## src/rtl/pipe_pkg.sv

```systemverilog
// Shared pipeline definitions: ID/EX payload layout and the NOP bubble
// presented by every stage register while it holds no instruction.
package pipe_pkg;

    localparam int ALUOP_W    = 8;
    localparam int ALUSEL_W   = 3;
    localparam int WORD_W     = 32;
    localparam int REG_ADDR_W = 5;

    localparam int ID_EX_W = ALUOP_W + ALUSEL_W + 2 * WORD_W + REG_ADDR_W + 1;

    // LSB offsets of each field inside the packed ID/EX word
    localparam int WREG_LSB   = 0;
    localparam int WD_LSB     = WREG_LSB + 1;
    localparam int REG2_LSB   = WD_LSB + REG_ADDR_W;
    localparam int REG1_LSB   = REG2_LSB + WORD_W;
    localparam int ALUSEL_LSB = REG1_LSB + WORD_W;
    localparam int ALUOP_LSB  = ALUSEL_LSB + ALUSEL_W;

    localparam logic [ALUOP_W-1:0]    EXE_NOP_OP   = 8'b0000_0000;
    localparam logic [ALUSEL_W-1:0]   EXE_RES_NOP  = 3'b000;
    localparam logic [REG_ADDR_W-1:0] NOP_REG_ADDR = 5'b00000;

    typedef struct packed {
        logic [ALUOP_W-1:0]    aluop;
        logic [ALUSEL_W-1:0]   alusel;
        logic [WORD_W-1:0]     reg1;
        logic [WORD_W-1:0]     reg2;
        logic [REG_ADDR_W-1:0] wd;
        logic                  wreg;
    } id_ex_t;

    localparam id_ex_t ID_EX_NOP = '{
        aluop:  EXE_NOP_OP,
        alusel: EXE_RES_NOP,
        reg1:   '0,
        reg2:   '0,
        wd:     NOP_REG_ADDR,
        wreg:   1'b0
    };

    localparam logic [ID_EX_W-1:0] ID_EX_BUBBLE = ID_EX_NOP;

    // Performance counter slots inside each stage register
    localparam int PERF_STALL   = 0;
    localparam int PERF_BUBBLE  = 1;
    localparam int NUM_PERF_CNT = 2;

    function automatic logic [ID_EX_W-1:0] pack_id_ex(input id_ex_t fields);
        return fields;
    endfunction

endpackage

```

## src/rtl/pipe_stage_reg_sat_counter.sv

```systemverilog
// Saturating event counter: +1 per cycle with inc high, sticks at all-ones
// until the synchronous reset clears it.
module sat_counter #(
    parameter int W = 16
) (
    input  logic         clk,
    input  logic         rst,
    input  logic         inc,
    output logic [W-1:0] count
);

    logic [W-1:0] count_reg;
    logic [W-1:0] count_next;

    always_comb begin
        count_next = count_reg;
        if (inc && (count_reg != {W{1'b1}})) begin
            count_next = count_reg + W'(1);
        end
    end

    always_ff @(posedge clk) begin
        if (rst) begin
            count_reg <= '0;
        end else begin
            count_reg <= count_next;
        end
    end

    assign count = count_reg;

endmodule

```

## src/rtl/pipe_stage_reg.sv

```systemverilog
// Valid/ready pipeline stage register with a one-entry skid buffer so that
// in_ready comes straight from a flop; adds flush and stall/bubble counters.
module pipe_stage_reg
    import pipe_pkg::*;
#(
    parameter int                DATA_W      = ID_EX_W,
    parameter logic [DATA_W-1:0] BUBBLE_DATA = DATA_W'(ID_EX_BUBBLE),
    parameter int                CNT_W       = 16
) (
    input  logic              clk,
    input  logic              rst,
    input  logic              flush,
    input  logic              in_valid,
    output logic              in_ready,
    input  logic [DATA_W-1:0] in_data,
    output logic              out_valid,
    input  logic              out_ready,
    output logic [DATA_W-1:0] out_data,
    output logic [CNT_W-1:0]  stall_cnt,
    output logic [CNT_W-1:0]  bubble_cnt
);

    logic              m_valid_reg;
    logic              m_valid_next;
    logic [DATA_W-1:0] m_data_reg;
    logic [DATA_W-1:0] m_data_next;
    logic              s_valid_reg;
    logic              s_valid_next;
    logic [DATA_W-1:0] s_data_reg;
    logic [DATA_W-1:0] s_data_next;

    logic up_xfer;
    logic down_xfer;
    logic main_free;

    // in_ready depends only on the skid flop, never on out_ready
    assign up_xfer   = in_valid & ~s_valid_reg;
    assign down_xfer = m_valid_reg & out_ready;
    assign main_free = ~m_valid_reg | down_xfer;

    always_comb begin
        m_valid_next = m_valid_reg;
        m_data_next  = m_data_reg;
        s_valid_next = s_valid_reg;
        s_data_next  = s_data_reg;

        if (flush) begin
            m_valid_next = 1'b0;
            m_data_next  = BUBBLE_DATA;
            s_valid_next = 1'b0;
        end else if (main_free) begin
            if (s_valid_reg) begin
                m_valid_next = 1'b1;
                m_data_next  = s_data_reg;
                s_valid_next = 1'b0;
            end else if (up_xfer) begin
                m_valid_next = 1'b1;
                m_data_next  = in_data;
            end else begin
                m_valid_next = 1'b0;
                m_data_next  = BUBBLE_DATA;
            end
        end else if (up_xfer) begin
            // main is stalled with a free skid slot: park the newcomer
            s_valid_next = 1'b1;
            s_data_next  = in_data;
        end
    end

    always_ff @(posedge clk) begin
        if (rst) begin
            m_valid_reg <= 1'b0;
            m_data_reg  <= BUBBLE_DATA;
            s_valid_reg <= 1'b0;
            s_data_reg  <= BUBBLE_DATA;
        end else begin
            m_valid_reg <= m_valid_next;
            m_data_reg  <= m_data_next;
            s_valid_reg <= s_valid_next;
            s_data_reg  <= s_data_next;
        end
    end

    assign in_ready  = ~s_valid_reg;
    assign out_valid = m_valid_reg;
    assign out_data  = m_data_reg;

    logic [NUM_PERF_CNT-1:0] cnt_inc;
    logic [CNT_W-1:0]        cnt_val [NUM_PERF_CNT];

    assign cnt_inc[PERF_STALL]  = m_valid_reg & ~out_ready;
    assign cnt_inc[PERF_BUBBLE] = ~m_valid_reg & out_ready;

    generate
        for (genvar gi = 0; gi < NUM_PERF_CNT; gi++) begin : g_perf
            sat_counter #(
                .W(CNT_W)
            ) u_cnt (
                .clk  (clk),
                .rst  (rst),
                .inc  (cnt_inc[gi]),
                .count(cnt_val[gi])
            );
        end
    endgenerate

    assign stall_cnt  = cnt_val[PERF_STALL];
    assign bubble_cnt = cnt_val[PERF_BUBBLE];

endmodule

```

## config.mk

```make
export PLATFORM = sky130hd
export DESIGN_NAME = pipe_stage_reg
export DESIGN_NICKNAME = d
export VERILOG_FILES = /design/src/rtl/pipe_pkg.sv /design/src/rtl/pipe_stage_reg_sat_counter.sv /design/src/rtl/pipe_stage_reg.sv
export SDC_FILE = /design/constraint.sdc
export NUM_CORES = 1
export LEC_CHECK = 0
export CELL_PAD_IN_SITES_DETAIL_PLACEMENT = 0
export CELL_PAD_IN_SITES_GLOBAL_PLACEMENT = 1
export CORE_MARGIN = 3
export CORE_UTILIZATION = 36
export DETAILED_ROUTE_END_ITERATION = 12
export PLACE_DENSITY_LB_ADDON = 0.1
export REMOVE_ABC_BUFFERS = 1
export SETUP_SLACK_MARGIN = 0.02
export SYNTH_ARGS = -nofsm -noshare
export SYNTH_HDL_FRONTEND = slang
export SYNTH_SLANG_ARGS = --single-unit
export TNS_END_PERCENT = 100
```

## constraint.sdc

```tcl
create_clock -name clk -period 2.5 [get_ports clk]
set_clock_uncertainty 0.2 [all_clocks]
set_input_delay 0.75 -clock clk [delete_from_list [all_inputs] [get_ports clk]]
set_output_delay 0.75 -clock clk [all_outputs]
set_load 0.1 [all_outputs]
```

==> flow_metrics.py <==
metrics = {
    "placed_design": {
        "place.gp.congestion": 0.773,
        "dp_hpwl_microns": 16700,
        "post-place-cells": 1464,
        "port_buffers": 200,
    },
    "die": {
        "die-area_sq_um": 24400,
        "row_count": 54,
        "start_util": 0.369,
        "die_y_microns": 156,
        "coreArea_sq_um": 22000,
        "die_x_microns": 156,
        "ios": 201,
    },
    "layout": {
        "syn2layout_area_growth_pct": 40.6,
        "register_area_sq_um": 3930,
        "n_fill_cell": 2135,
        "final-instance-count-excl-fill": 1496,
        "final_net_count": 1291,
        "drive_gt1_frac": 0.174,
        "multiInputGateArea_sq_um": 3870,
    },
    "drt": {
        "drtPass1Iterations": 5,
        "drt-met1-wl_microns": 11900,
        "drtIter0Drc": 360,
        "viasPerCell": 5.25,
        "remaining_drc_errors": 0,
        "top_layer_used": "met4",
        "wl_met2_microns": 12100,
        "route.met3.wl_microns": 1280,
        "vias": 7857,
        "routed_wl_microns": 25600,
        "wl_per_cell_microns": 17.1,
        "final_antenna_net_count": 0,
    },
    "pwr": {
        "power_density_nw_per_um2": 608,
        "p_clk_frac": 0.399,
        "internal_power_mw": 5.04,
        "leakage_nw": 4.56,
        "power_frac_seq": 0.464,
        "pwr-share-comb": 0.137,
        "ir_drop_mv": 0.409,
        "switching_share": 0.273,
        "power_mw": 6.93,
        "p_sw_mw": 1.89,
    },
    "global_routing": {
        "grt_max_degree": 83,
        "grt_pass1_vias": 7564,
        "grt_overflow": 0,
        "track_usage": 0.207,
        "grt_pass1_wl_microns": 40900,
        "antenna_found_initial": 0,
    },
    "worst_setup_path": {
        "path_class": "register to primary output",
        "r2r_cells": 4,
        "end_kind": "primary output",
        "cp_max_fo": 22,
        "cp.arrival_ps": 1360,
        "required_ps": 1550,
        "reg2reg_slack_ps": 330,
        "worstSetupStartpointType": "register",
    },
    "timing": {
        "relSlewSlack": 0.340,
        "finalSetupViolCount": 0,
        "maxSlewViolCount": 0,
        "period_minus_slack_ps": 2310,
        "hold_viol": 0,
        "rsz0062_at_grt": "false",
        "fin_crit_sh": 0.925,
        "tightest_slew_ps": 991,
        "fmax_mhz": 432,
        "fin_tns_setup_ps": 0,
        "hold-worst-slack_ps": 254,
    },
    "cts": {
        "clk_pin_slew_ps": 60,
        "cts_tree": "done",
        "clockRootBuffer": "clkbuf_16",
        "holdBufCountCts": 0,
        "cts_resized": 0,
        "cts_buffers": 17,
        "cts-htree-levels": 4,
        "clock_latency_ps": 420,
        "cts_setup_buffers": 0,
        "clockBufferDepth": 2,
        "clock-sinks": 196,
    },
    "min_path": {
        "min_path_cells": 2,
        "hp-class": "register to register",
    },
    "synthesis": {
        "yosysSeqAreaShare": 0.484,
        "ys_types": 42,
        "syn_area_sq_um": 8110,
        "synth_edf_count": 0,
        "synthTopCellsByArea": "dfxtp_1, nand2_1, a211oi_1",
        "avgSynthCellArea_sq_um": 7.98,
        "synth_top_cell_by_area": "dfxtp_1",
        "synthMostInstantiatedCell": "dfxtp_1",
        "ys_seq_elements": 196,
        "ys_warn_count": 0,
        "ys.flop_type": "dfxtp_1",
        "synthArstFlopShare": 0,
        "synthCells": 1016,
        "synth_top_area_frac": 0.484,
        "synth_common_cells": "dfxtp_1, nand2_1, a21oi_1",
    },
    "outcome": {
        "outcome": "complete, no violations",
    },
    "flow_run": {
        "maxCapViolations": 0,
    },
}
-- final cells by class --
class                   instances  area share
diodes                          1    0.000219
repair buffers                254       0.232
well taps                     280      0.0307
flip-flops and latches        196       0.344
clock buffers                  21      0.0404
multi-input cells             728       0.339
inverters                       6     0.00197
clock inverters                10      0.0107
-- through the flow --
step	setup WS, ps	utilization	instance area (sq um)
after global routing	90.2	0.519	11400
final	186	0.519	11400
after detailed placement	-176	0.493	10800
after CTS	168	0.519	11400
after global placement	-131	0.493	10800
after floorplan	-4750	-	7790
-- metal layers --
layer / vias to the layer above / track usage
met4: 0 / 0.0442
met5: - / 0
met1: 3681 / 0.283
li1: 3983 / -
met2: 175 / 0.342
met3: 18 / 0.0422
-- worst paths after layout --
check / start / to
max: s_valid_reg$_SDFFE_PP0P_ / in_ready
min: s_data_reg[38]$_SDFFE_PP0P_ / s_data_reg[38]$_SDFFE_PP0P_
max reg2reg: g_perf[0].u_cnt.count[9]$_SDFFE_PP0P_ / g_perf[0].u_cnt.count[15]$_SDFFE_PP0P_
min reg2reg: s_data_reg[38]$_SDFFE_PP0P_ / s_data_reg[38]$_SDFFE_PP0P_
-- critical path: stages, from the launching register on --
cell     delay, ps
dfxtp_4        350
inv_2          340
buf_12         240
-- placed cells by master (no fill, tap or decap), types with 3 or more instances in the layout --
| master | count |
|---|---|
| a211oi_1 | 83 |
| a21oi_1 | 105 |
| and3_1 | 85 |
| buf_12 | 43 |
| buf_4 | 127 |
| clkbuf_16 | 17 |
| clkdlybuf4s50_1 | 83 |
| clkinvlp_4 | 3 |
| dfxtp_1 | 195 |
| inv_1 | 5 |
| nand2_1 | 178 |
| nand3_1 | 9 |
| nand4_1 | 9 |
| nor2_1 | 89 |
| nor3_1 | 86 |
| nor4_1 | 5 |
| o21ai_0 | 13 |
| o31ai_1 | 7 |
| o41ai_1 | 3 |
| or3_1 | 12 |
| or4_1 | 6 |
-- logic make-up after synthesis --
kind of cell,Yosys count,synth area share
muxes,2,0.00262
and+or+nand+nor,501,0.296
adders and majority gates,2,0.00308
DFF,196,0.484
AOI/OAI and AO/OA,221,0.169
buffers and inverters,92,0.0429
xor gates and xnor gates,2,0.00216
-- power by group through the flow --
| stage | sequential [mW] | clock (mW) | combinational [mW] |
|---|---|---|---|
| after CTS | 3.22 | 2.85 | 0.955 |
| final | 3.22 | 2.77 | 0.947 |
| after global routing | 3.23 | 2.97 | 1.00 |
| after global placement | 3.29 | 0 | 0.951 |
| after floorplan | 3.63 | 0 | 0.202 |
| after detailed placement | 3.29 | 0 | 0.953 |
No activity file was read; power rests on OpenSTA's default activity.
